### config.mk
export PLATFORM = sky130hd
export DESIGN_NAME = seg7_scan_mux
export DESIGN_NICKNAME = d
export VERILOG_FILES = /design/src/rtl/seg7_scan_mux.sv
export SDC_FILE = /design/constraint.sdc
export NUM_CORES = 1
export LEC_CHECK = 0
export CAP_MARGIN = 10
export CORE_MARGIN = 1.5
export CORE_UTILIZATION = 53
export DETAILED_ROUTE_END_ITERATION = 12
export PLACE_DENSITY_LB_ADDON = 0.1
export SYNTH_ARGS = -nofsm -noshare
export SYNTH_HDL_FRONTEND = slang
export SYNTH_SLANG_ARGS = --single-unit
### constraint.sdc
create_clock -name clk -period 2.95 [get_ports clk]
set_input_delay 0.295 -clock clk [delete_from_list [all_inputs] [get_ports clk]]
set_output_delay 0.295 -clock clk [all_outputs]
set_load 0.01 [all_outputs]
### src/rtl/seg7_scan_mux.sv
// ============================================================================
// seg7_scan_mux : time-multiplexed common-anode 7-segment scan driver with
//                 per-digit blink and a per-frame snapshot. Optional macro
//                 SEG7_LZB_EN blanks a zero in the top digit.
// Revision 1.0
// ============================================================================
`default_nettype none

module seg7_scan_mux #(
   parameter int NUM_DIGITS   = 6,
   parameter int SCAN_DIV     = 50000,
   parameter int BLINK_FRAMES = 64
) (
   input  logic                      clk,
   input  logic                      rst,
   input  logic [4*NUM_DIGITS-1:0]   digits_in,
   input  logic [NUM_DIGITS-1:0]     blink_mask,
   input  logic                      scan_en,
   output logic [3:0]                hex_out,
   output logic [NUM_DIGITS-1:0]     digit_sel_n,
   output logic                      frame_tick
);

   localparam int c_PRE_W = (SCAN_DIV > 1) ? $clog2(SCAN_DIV) : 1;
   localparam int c_IDX_W = (NUM_DIGITS > 1) ? $clog2(NUM_DIGITS) : 1;
   localparam int c_BLK_W = (BLINK_FRAMES > 1) ? $clog2(BLINK_FRAMES) : 1;

   localparam logic [c_PRE_W-1:0] c_PRE_LAST = c_PRE_W'(SCAN_DIV - 1);
   localparam logic [c_IDX_W-1:0] c_IDX_LAST = c_IDX_W'(NUM_DIGITS - 1);
   localparam logic [c_BLK_W-1:0] c_BLK_LAST = c_BLK_W'(BLINK_FRAMES - 1);

   logic [c_PRE_W-1:0]        pre_q;
   logic [c_IDX_W-1:0]        idx_q;
   logic [c_BLK_W-1:0]        blink_cnt_q;
   logic                      blink_ph_q;
   logic [4*NUM_DIGITS-1:0]   snap_q;
   logic [4*NUM_DIGITS-1:0]   snap_d;

   logic                      w_pre_last;
   logic                      w_frame_wrap;
   logic [3:0]                w_code;
   logic                      w_mask_bit;
   logic [NUM_DIGITS-1:0]     w_sel_n;
   logic [3:0]                w_hex;

   assign w_pre_last   = (pre_q == c_PRE_LAST);
   assign w_frame_wrap = w_pre_last && (idx_q == c_IDX_LAST);

   // The snapshot is taken only at the very start of a frame so one frame never mixes inputs.
   assign snap_d = ((pre_q == '0) && (idx_q == '0)) ? digits_in : snap_q;

   always_comb begin
      w_code     = 4'hF;
      w_mask_bit = 1'b0;
      w_sel_n    = '1;
      for (int i = 0; i < NUM_DIGITS; i++) begin
         if (idx_q == c_IDX_W'(i)) begin
            w_code     = snap_d[4*i +: 4];
            w_mask_bit = blink_mask[i];
            w_sel_n[i] = 1'b0;
         end
      end
   end

`ifdef SEG7_LZB_EN
   logic [3:0] w_code_lz;
   assign w_code_lz = ((idx_q == c_IDX_LAST) && (snap_d[4*NUM_DIGITS-1 -: 4] == 4'h0))
                      ? 4'hF : w_code;
   assign w_hex     = (blink_ph_q && w_mask_bit) ? 4'hF : w_code_lz;
`else
   assign w_hex     = (blink_ph_q && w_mask_bit) ? 4'hF : w_code;
`endif

   always_ff @(posedge clk) begin
      if (rst) begin
         pre_q       <= '0;
         idx_q       <= '0;
         blink_cnt_q <= '0;
         blink_ph_q  <= 1'b0;
         snap_q      <= '1;
         hex_out     <= 4'hF;
         digit_sel_n <= '1;
         frame_tick  <= 1'b0;
      end else if (scan_en) begin
         snap_q      <= snap_d;
         hex_out     <= w_hex;
         digit_sel_n <= w_sel_n;
         frame_tick  <= w_frame_wrap;
         if (w_pre_last) begin
            pre_q <= '0;
            idx_q <= (idx_q == c_IDX_LAST) ? '0 : idx_q + c_IDX_W'(1);
         end else begin
            pre_q <= pre_q + c_PRE_W'(1);
         end
         if (w_frame_wrap) begin
            if (blink_cnt_q == c_BLK_LAST) begin
               blink_cnt_q <= '0;
               blink_ph_q  <= ~blink_ph_q;
            end else begin
               blink_cnt_q <= blink_cnt_q + c_BLK_W'(1);
            end
         end
      end else begin
         // Disabled: display dark, all scan state frozen in place.
         hex_out     <= 4'hF;
         digit_sel_n <= '1;
         frame_tick  <= 1'b0;
      end
   end

endmodule

`default_nettype wire
**Yosys cells after proc, flatten, opt, wreduce, memory -nomap -nowiden**

Index checks and enable logic that the tools add are counted.

- Add/sub/neg operators: 3
- Equality and inequality tests: 7
- Mux-type cells: 22
- Bitwise operators: 2
- Reductions and logical operators: 10

Operators by type and width:

| kind | count |
|---|---|
| $mux 24 | 1 |
| $mux 4 | 6 |
| $add 16x1->16 const B | 1 |
| $eq 16x16->1 const B | 1 |
| $logic_not 16->1 | 1 |
| $mux 16 | 1 |
| $mux 1 | 12 |
| $add 6x1->6 const B | 1 |
| $eq 3x2->1 const B | 2 |
| $eq 3x3->1 const B | 2 |
| $eq 6x6->1 const B | 1 |
| $mux 6 | 1 |
| $reduce_and 2->1 | 2 |
| $add 3x1->3 const B | 1 |
| $eq 3x1->1 const B | 1 |
| $logic_and 1x1->1 | 3 |
| $logic_not 3->1 | 1 |
| $mux 3 | 1 |
| $reduce_and 3->1 | 1 |
| $reduce_or 3->1 | 1 |
| $not 1->1 | 2 |
| $reduce_or 2->1 | 1 |

- Register bits: 61
- Bits of input ports: 33

**Longest topological paths before layout**

Gate-level depths: netlist of run 1.

- Depth in word-level cells: 9
- Depth in mapped cells: 9

**Worst setup path after synthesis of run 1**

No wires, ideal clock.

- Kind: reg2reg
- Start: reg pre_q[5]
- End: reg pre_q[10]
- Setup time: 0.117 ns
- Arrival: 2.002 ns
- Data required time: 2.833 ns
- Path slack: 0.831 ns
- Stages on the path, launching flop included: 8
- Path buffers: 2
- Clock period less this slack: 2.119 ns
- Path through: dfxtp_1 or4_4 nor4_4 and2_2 or2_2 buf_2 buf_2 nor2_1

- Longest elaborated chain between the ends: 2

Ends and longest elaborated chain:

| element | RTL line | text |
|---|---|---|
| start, declared | 32 | `logic [c_PRE_W-1:0] pre_q;` |
| start signal, assigned | 93 | `pre_q <= pre_q + c_PRE_W'(1);` |
| $add 16x1->16 or $eq 16x16->1 (tied branches) | 93, 46 |  |
| $mux 16 * | 89 | `if (w_pre_last) begin` |

Every way passes the cells marked *; elsewhere a longest branch is shown, timed or not.
A chain may end at the register's enable or synchronous reset.

**Final worst setup path of run 1**

- Start: reg pre_q[5]
- End: reg blink_cnt_q[3]

- Longest elaborated chain between the ends: 3

Ends and longest elaborated chain:

| element | RTL line | text |
|---|---|---|
| $eq 16x16->1 | 46 | `assign w_pre_last = (pre_q == c_PRE_LAST);` |
| $logic_and 1x1->1 | 47 | `assign w_frame_wrap = w_pre_last && (idx_q == c_IDX_LAST);` |
| $reduce_and 2->1 (no line) | -- |  |
| end signal, assigned | 100 | `blink_cnt_q <= blink_cnt_q + c_BLK_W'(1);` |
| end, declared | 34 | `logic [c_BLK_W-1:0] blink_cnt_q;` |

No other way between the ends.

==> impl_metrics.csv, run 1 <==
group,metric,value,unit
outcome,status,"complete, no violations",
yosys,syn_area,2870,sq um
critical_path,path_class,"reg2reg",
clock_network,postCtsHoldBufs,0,
sta,setup_viol,0,
layout,syn_to_final_growth,22.2,%
yosys,yosysTopAreaCellShare,42.6,%
sta,period_needed,2280,ps
floorplanning,die_h,76.6,um
flow_run,max-cap-violations,0,
route,dr.pass1.iters,4,
power,p_sw_share,24.3,%
sta,rsz0062_at_grt,"false",
clock_network,clockBufferDepth,2,
route,vias,2482,
power,p_int,1.36,mW
floorplanning,num_io_pins,44,
layout,drive_gt1_share,8.03,%
yosys,netlist_instances,345,
placed_design,dp_hpwl,4290,um
sta,period_share,77.4,%
sta,drv_slew,0,
yosys,yosysMostFrequentCell,"nand2_1",
clock_network,root_buffer,"clkbuf_8",
layout,fillCellCount,444,
route,drcViolationCount,0,
hold_path,whs_path_depth,2,
sta,fmax,438,MHz
clock_network,clkSinkCount,61,
sta,final_hold_viol_count,0,
yosys,yosysSeqAreaShare,42.6,%
critical_path,worstPathRequired,3210,ps
critical_path,cpPeakStageDelay,560,ps
route,wl_per_cell,13.7,um
global_routing,grt_pass1_vias,2295,
route,drt_iter0_drc,167,
layout,antenna_cells,0,
critical_path,reg2reg_depth,5,
layout,post-route-util,67.8,%
yosys,ys_warn_count,0,
route,viasPerCell,5.44,
critical_path,cp.arrival,2550,ps
power,leakage,1.36,nW
power,ir_drop,454,uV
yosys,async_flop_share,0,%
yosys,synth_edf_count,0,
floorplanning,rows,26,
critical_path,cp_cell_sequence,"or4_4 > nor4_4 > nand3_4 > or4b_1 > a21oi_1",
critical_path,critical_path_buf_inv_count,0,
sta,worstMarginPinSlew,609,ps
sta,slew-limit-headroom,59.1,%
sta,holdWs,461,ps
layout,final_cells,456,
floorplanning,dieArea,5860,sq um
sta,fin_skew,5.01,ps
yosys,ys_types,46,
layout,layout.nets,419,
critical_path,cp_slowest_cell,"or4_4",
clock_network,clkSlewWorstSetupHoldPaths,60,ps
clock_network,htreeDepth,3,
critical_path,critical-path-top-delay-family,"simple AND/OR/NAND/NOR gates",
power,seqPwrFrac,49.8,%
power,p_sw,0.435,mW
global_routing,grt_max_degree,37,
critical_path,path_max_fanout,8,
global_routing,grt.overflow.total,0,
clock_network,cts_resized,0,
placed_design,port_buffers,43,
yosys,synth-seq-cells,61,
hold_path,hold_path.class,"reg2reg",
sta,final.setup.tns,0,ps
clock_network,worst_skew_pair.late_latency,330,ps
yosys,yosys.area.top_type,"dfxtp_1",
power,p_per_area,511,nW/um^2
yosys,synth_nets,382,
critical_path,cp.depth,5,
route,ant_nets,0,
clock_network,cts_setup_buffers,0,
floorplanning,initial_core_util,55.4,%
placed_design,dp_cells,441,
global_routing,grt_usage,23.2,%
power,power.total,1.79,mW
yosys,ys_top_cells_by_area,"dfxtp_1, nand2_1, nand3b_1",
yosys,synth_common_cells,"nand2_1, dfxtp_1, nor2_1, nand3b_1, clkbuf_1",
global_routing,grt_pass1_wl,10800,um
clock_network,numCtsBuffers,9,
yosys,synth_top_flop_cell,"dfxtp_1",
placed_design,gp_congestion,0.845,
floorplanning,core,5170,sq um
critical_path,endpoint_kind,"register",
global_routing,antenna_found_initial,0,
power,combPwrFrac,12.9,%
clock_network,cts_tree,"built",
floorplanning,die_x,76.6,um
yosys,synth_area_per_cell,8.31,sq um
route,wl,6230,um
critical_path,worstSetupStartpointType,"register",
power,p_clk_share,37.3,%
-- per-stage QoR --
stage | area, sq um | setup slack, ps
2_1_floorplan | 2870 | 831
3_3_place_gp | 3330 | 766
3_5_place_dp | 3330 | 700
4_1_cts | 3500 | 676
5_1_grt | 3500 | 550
6_report | 3500 | 665
-- kinds of logic after synthesis --
family	count (synthesis)	synth area share [%]
compound gates	56	12.9
xor+xnor	18	5.50
fa+ha+maj	4	1.75
buf+inv	26	3.88
flops	61	42.6
mux	3	1.05
simple gates	177	32.4
-- power by group through the flow --
| stage | Combinational (mW) | Sequential, mW | Clock, mW |
|---|---|---|---|
| floorplan | 0.147 | 0.906 | 0 |
| global placement | 0.226 | 0.909 | 0 |
| detailed placement | 0.231 | 0.910 | 0 |
| CTS | 0.232 | 0.893 | 0.682 |
| global route | 0.262 | 0.898 | 0.724 |
| finish | 0.231 | 0.893 | 0.669 |
-- cell usage in the layout, fill, tap and decap left out, types with 11 or more instances in the layout --
cell,count
nor2_1,27
clkbuf_8,12
dfxtp_1,61
xor2_1,12
clkdlybuf4s50_1,43
a21boi_0,12
nand2_1,72
nand3b_1,24
a21oi_1,11
o21ai_0,11
-- area by class of cell --
| type | instances | area [sq um] | share of cell area (%) |
|---|---|---|---|
| Timing Repair Buffer | 48 | 468 | 13.4 |
| Inverter | 4 | 15.0 | 0.428 |
| Multi-Input combinational cell | 258 | 1540 | 43.8 |
| Tap cell | 70 | 87.6 | 2.50 |
| Sequential cell | 61 | 1220 | 34.8 |
| Clock buffer | 14 | 173 | 4.93 |
| Clock inverter | 1 | 5.00 | 0.143 |
-- sequential cells by signal, indices dropped and copies added, names as in the netlist --
register	cells
snap_q	24
pre_q	16
blink_cnt_q	6
digit_sel_n	6
hex_out	4
idx_q	3
blink_ph_q	1
frame_tick	1
-- worst register-to-register path, delay by kind of cell, from the launching register on --
| kind | cells | cell delay, ps |
|---|---|---|
| AO/OA/AOI/OAI | 1 | 140 |
| flip-flops | 1 | 340 |
| AND/OR/NAND/NOR | 4 | 1730 |
-- layer usage --
metal  vias up  wire [um]  GRT usage, %
li1       1266          -             -
met1      1136       2980          31.2
met2        72       2760          35.3
met3         8        393          6.23
met4         0         94          9.26
met5         -          0             0
-- path summary, 6_finish.rpt --
| path | from | to | slack [ps] |
|---|---|---|---|
| hold / removal | snap_q[3] | snap_q[3] | 460 |
| hold reg to reg | snap_q[3] | snap_q[3] | 460 |
| setup reg to reg | pre_q[5] | blink_cnt_q[3] | 670 |
| setup / recovery | pre_q[5] | blink_cnt_q[3] | 670 |
No activity file was read; power rests on OpenSTA's default activity.
==> run 2: changes to the inputs <==
==> constraint.sdc (replaced) <==
create_clock -name clk -period 2.2 [get_ports clk]
set_input_delay 0.22 -clock clk [delete_from_list [all_inputs] [get_ports clk]]
set_output_delay 0.22 -clock clk [all_outputs]
set_load 0.01 [all_outputs]
==> impl_metrics.csv, run 2 (same netlist as run 1, synthesis figures left out) <==
group,metric,value,unit
placed_design,port_buffers,43,
layout,syn_to_final_growth,24.2,%
clock_network,root_buffer,"clkbuf_8",
critical_path,cpPeakStageDelay,550,ps
critical_path,worstSetupStartpointType,"register",
clock_network,numCtsBuffers,9,
floorplanning,core,5170,sq um
floorplanning,dieArea,5860,sq um
route,drcViolationCount,0,
sta,setup_viol,0,
layout,reg.largest.list,"snap_q: 24 flops, pre_q: 16 flops",
power,leakage,1.40,nW
sta,holdWs,452,ps
critical_path,cp_cell_sequence,"or4_4 > nor4_4 > buf_4 > buf_4 > and2_2 > or2_2 > nor2_1",
critical_path,path_max_fanout,15,
global_routing,grt.overflow.total,0,
route,vias,2550,
layout,layout.nets,429,
flow_run,max-cap-violations,0,
critical_path,cp_common_cell,"buf_4",
global_routing,grt_pass1_vias,2442,
global_routing,grt_max_degree,37,
critical_path,critical-path-top-delay-family,"simple AND/OR/NAND/NOR gates",
clock_network,clkSlewWorstSetupHoldPaths,60,ps
sta,drv_slew,0,
route,viasPerCell,5.47,
layout,fillCellCount,434,
route,wl,6270,um
power,ir_drop,532,uV
route,dr.pass1.iters,4,
sta,period_share,95.0,%
sta,fin_skew,4.51,ps
layout,regArea,1220,sq um
sta,final_hold_viol_count,0,
clock_network,cts_tree,"built",
layout,layout_commonest_cell,"nand2_1",
global_routing,grt_pass1_wl,11200,um
power,power.total,2.35,mW
critical_path,cp_slowest_cell,"or4_4",
layout,antenna_cells,0,
critical_path,cp.arrival,2310,ps
floorplanning,initial_core_util,55.4,%
layout,largest_register_ffs,24,
clock_network,clockBufferDepth,2,
hold_path,hold_path.class,"in2reg",
sta,slew-limit-headroom,55.3,%
placed_design,dp_hpwl,4300,um
layout,drive_gt1_share,10.1,%
global_routing,grt_usage,24.1,%
critical_path,worstPathRequired,2410,ps
layout,multi_input_area,1540,sq um
floorplanning,die_x,76.6,um
clock_network,htreeDepth,3,
route,drt_iter0_drc,224,
critical_path,path_class,"reg2reg",
power,p_per_area,659,nW/um^2
outcome,status,"complete, no violations",
clock_network,worst_skew_pair.late_latency,330,ps
critical_path,r2r_setup_slack,110,ps
sta,worstMarginPinSlew,665,ps
layout,max_flop_register,"snap_q",
route,wl_per_cell,13.5,um
floorplanning,num_io_pins,44,
floorplanning,rows,26,
floorplanning,die_h,76.6,um
layout,mostFrequentLayoutCells,"nand2_1, dfxtp_1, clkdlybuf4s50_1",
route,ant_nets,0,
sta,period_needed,2090,ps
critical_path,critical_path_buf_inv_count,2,
global_routing,antenna_found_initial,0,
sta,fmax,478,MHz
clock_network,postCtsHoldBufs,0,
placed_design,gp_congestion,0.838,
clock_network,clkSinkCount,61,
critical_path,endpoint_kind,"register",
[run 2: changes by cell type in the layout (fill, tap and decap cells not counted)]
cell / before / now
buf_4: 5 / 15
clkbuf_8: 12 / 10
clkinv_2: 1 / 2
clkbuf_1: 2 / 3
[run 2: worst paths after layout]
| kind | start | endpoint | depth (start not counted) |
|---|---|---|---|
| max | pre_q[5] | pre_q[10] | 7 |
| min | digits_in[19] | snap_q[19] | 3 |
| max reg2reg | pre_q[5] | pre_q[10] | 7 |
| min reg2reg | snap_q[1] | snap_q[1] | 2 |
[run 2: report_power, final]
group	total, mW	leakage (nW)	switching (mW)	internal, mW
Sequential	1.20	0.499	0.0326	1.16
Combinational	0.317	0.822	0.150	0.167
Clock	0.834	0.0833	0.404	0.430
Total	2.35	1.40	0.586	1.76
[run 2: area by class of cell]
cell class / instances / area share, %
clock buffer: 13 / 4.18
clock inverter: 2 / 0.281
inverter: 4 / 0.422
multi-input combinational: 258 / 43.1
sequential: 61 / 34.3
tap: 70 / 2.46
timing repair buffer: 58 / 15.2
[run 2: what timing repair did]
action | 4_1_cts | 5_1_grt
setup buffers | 0 | 1
gates resized for setup | 0 | 0
setup endpoints to repair | 0 | 19
[run 2: worst min-delay path, stage by stage]
cell	delay, ps
clkdlybuf4s50_1	390
nand2_1	60
nand3b_1	60
[run 2: layer usage]
metal | global-route usage [%] | wire (um) | up-vias
met5 | 0 | 0 | -
met4 | 13.3 | 128 | 0
met3 | 5.63 | 300 | 11
met2 | 35.4 | 2810 | 63
met1 | 32.4 | 3030 | 1187
li1 | - | - | 1289
[run 2: per-stage QoR]
stage | setup WS, ps | instances | TNS, ps | util (%) | cell area (sq um)
after floorplan | 81.3 | 345 | 0 | - | 2870
after global placement | 121 | 450 | 0 | 65.6 | 3390
after detailed placement | 51.8 | 450 | 0 | 65.6 | 3390
after CTS | 27.1 | 465 | 0 | 68.7 | 3550
after global routing | -5.40 | 466 | -11.7 | 68.8 | 3560
final | 110 | 466 | 0 | 68.8 | 3560
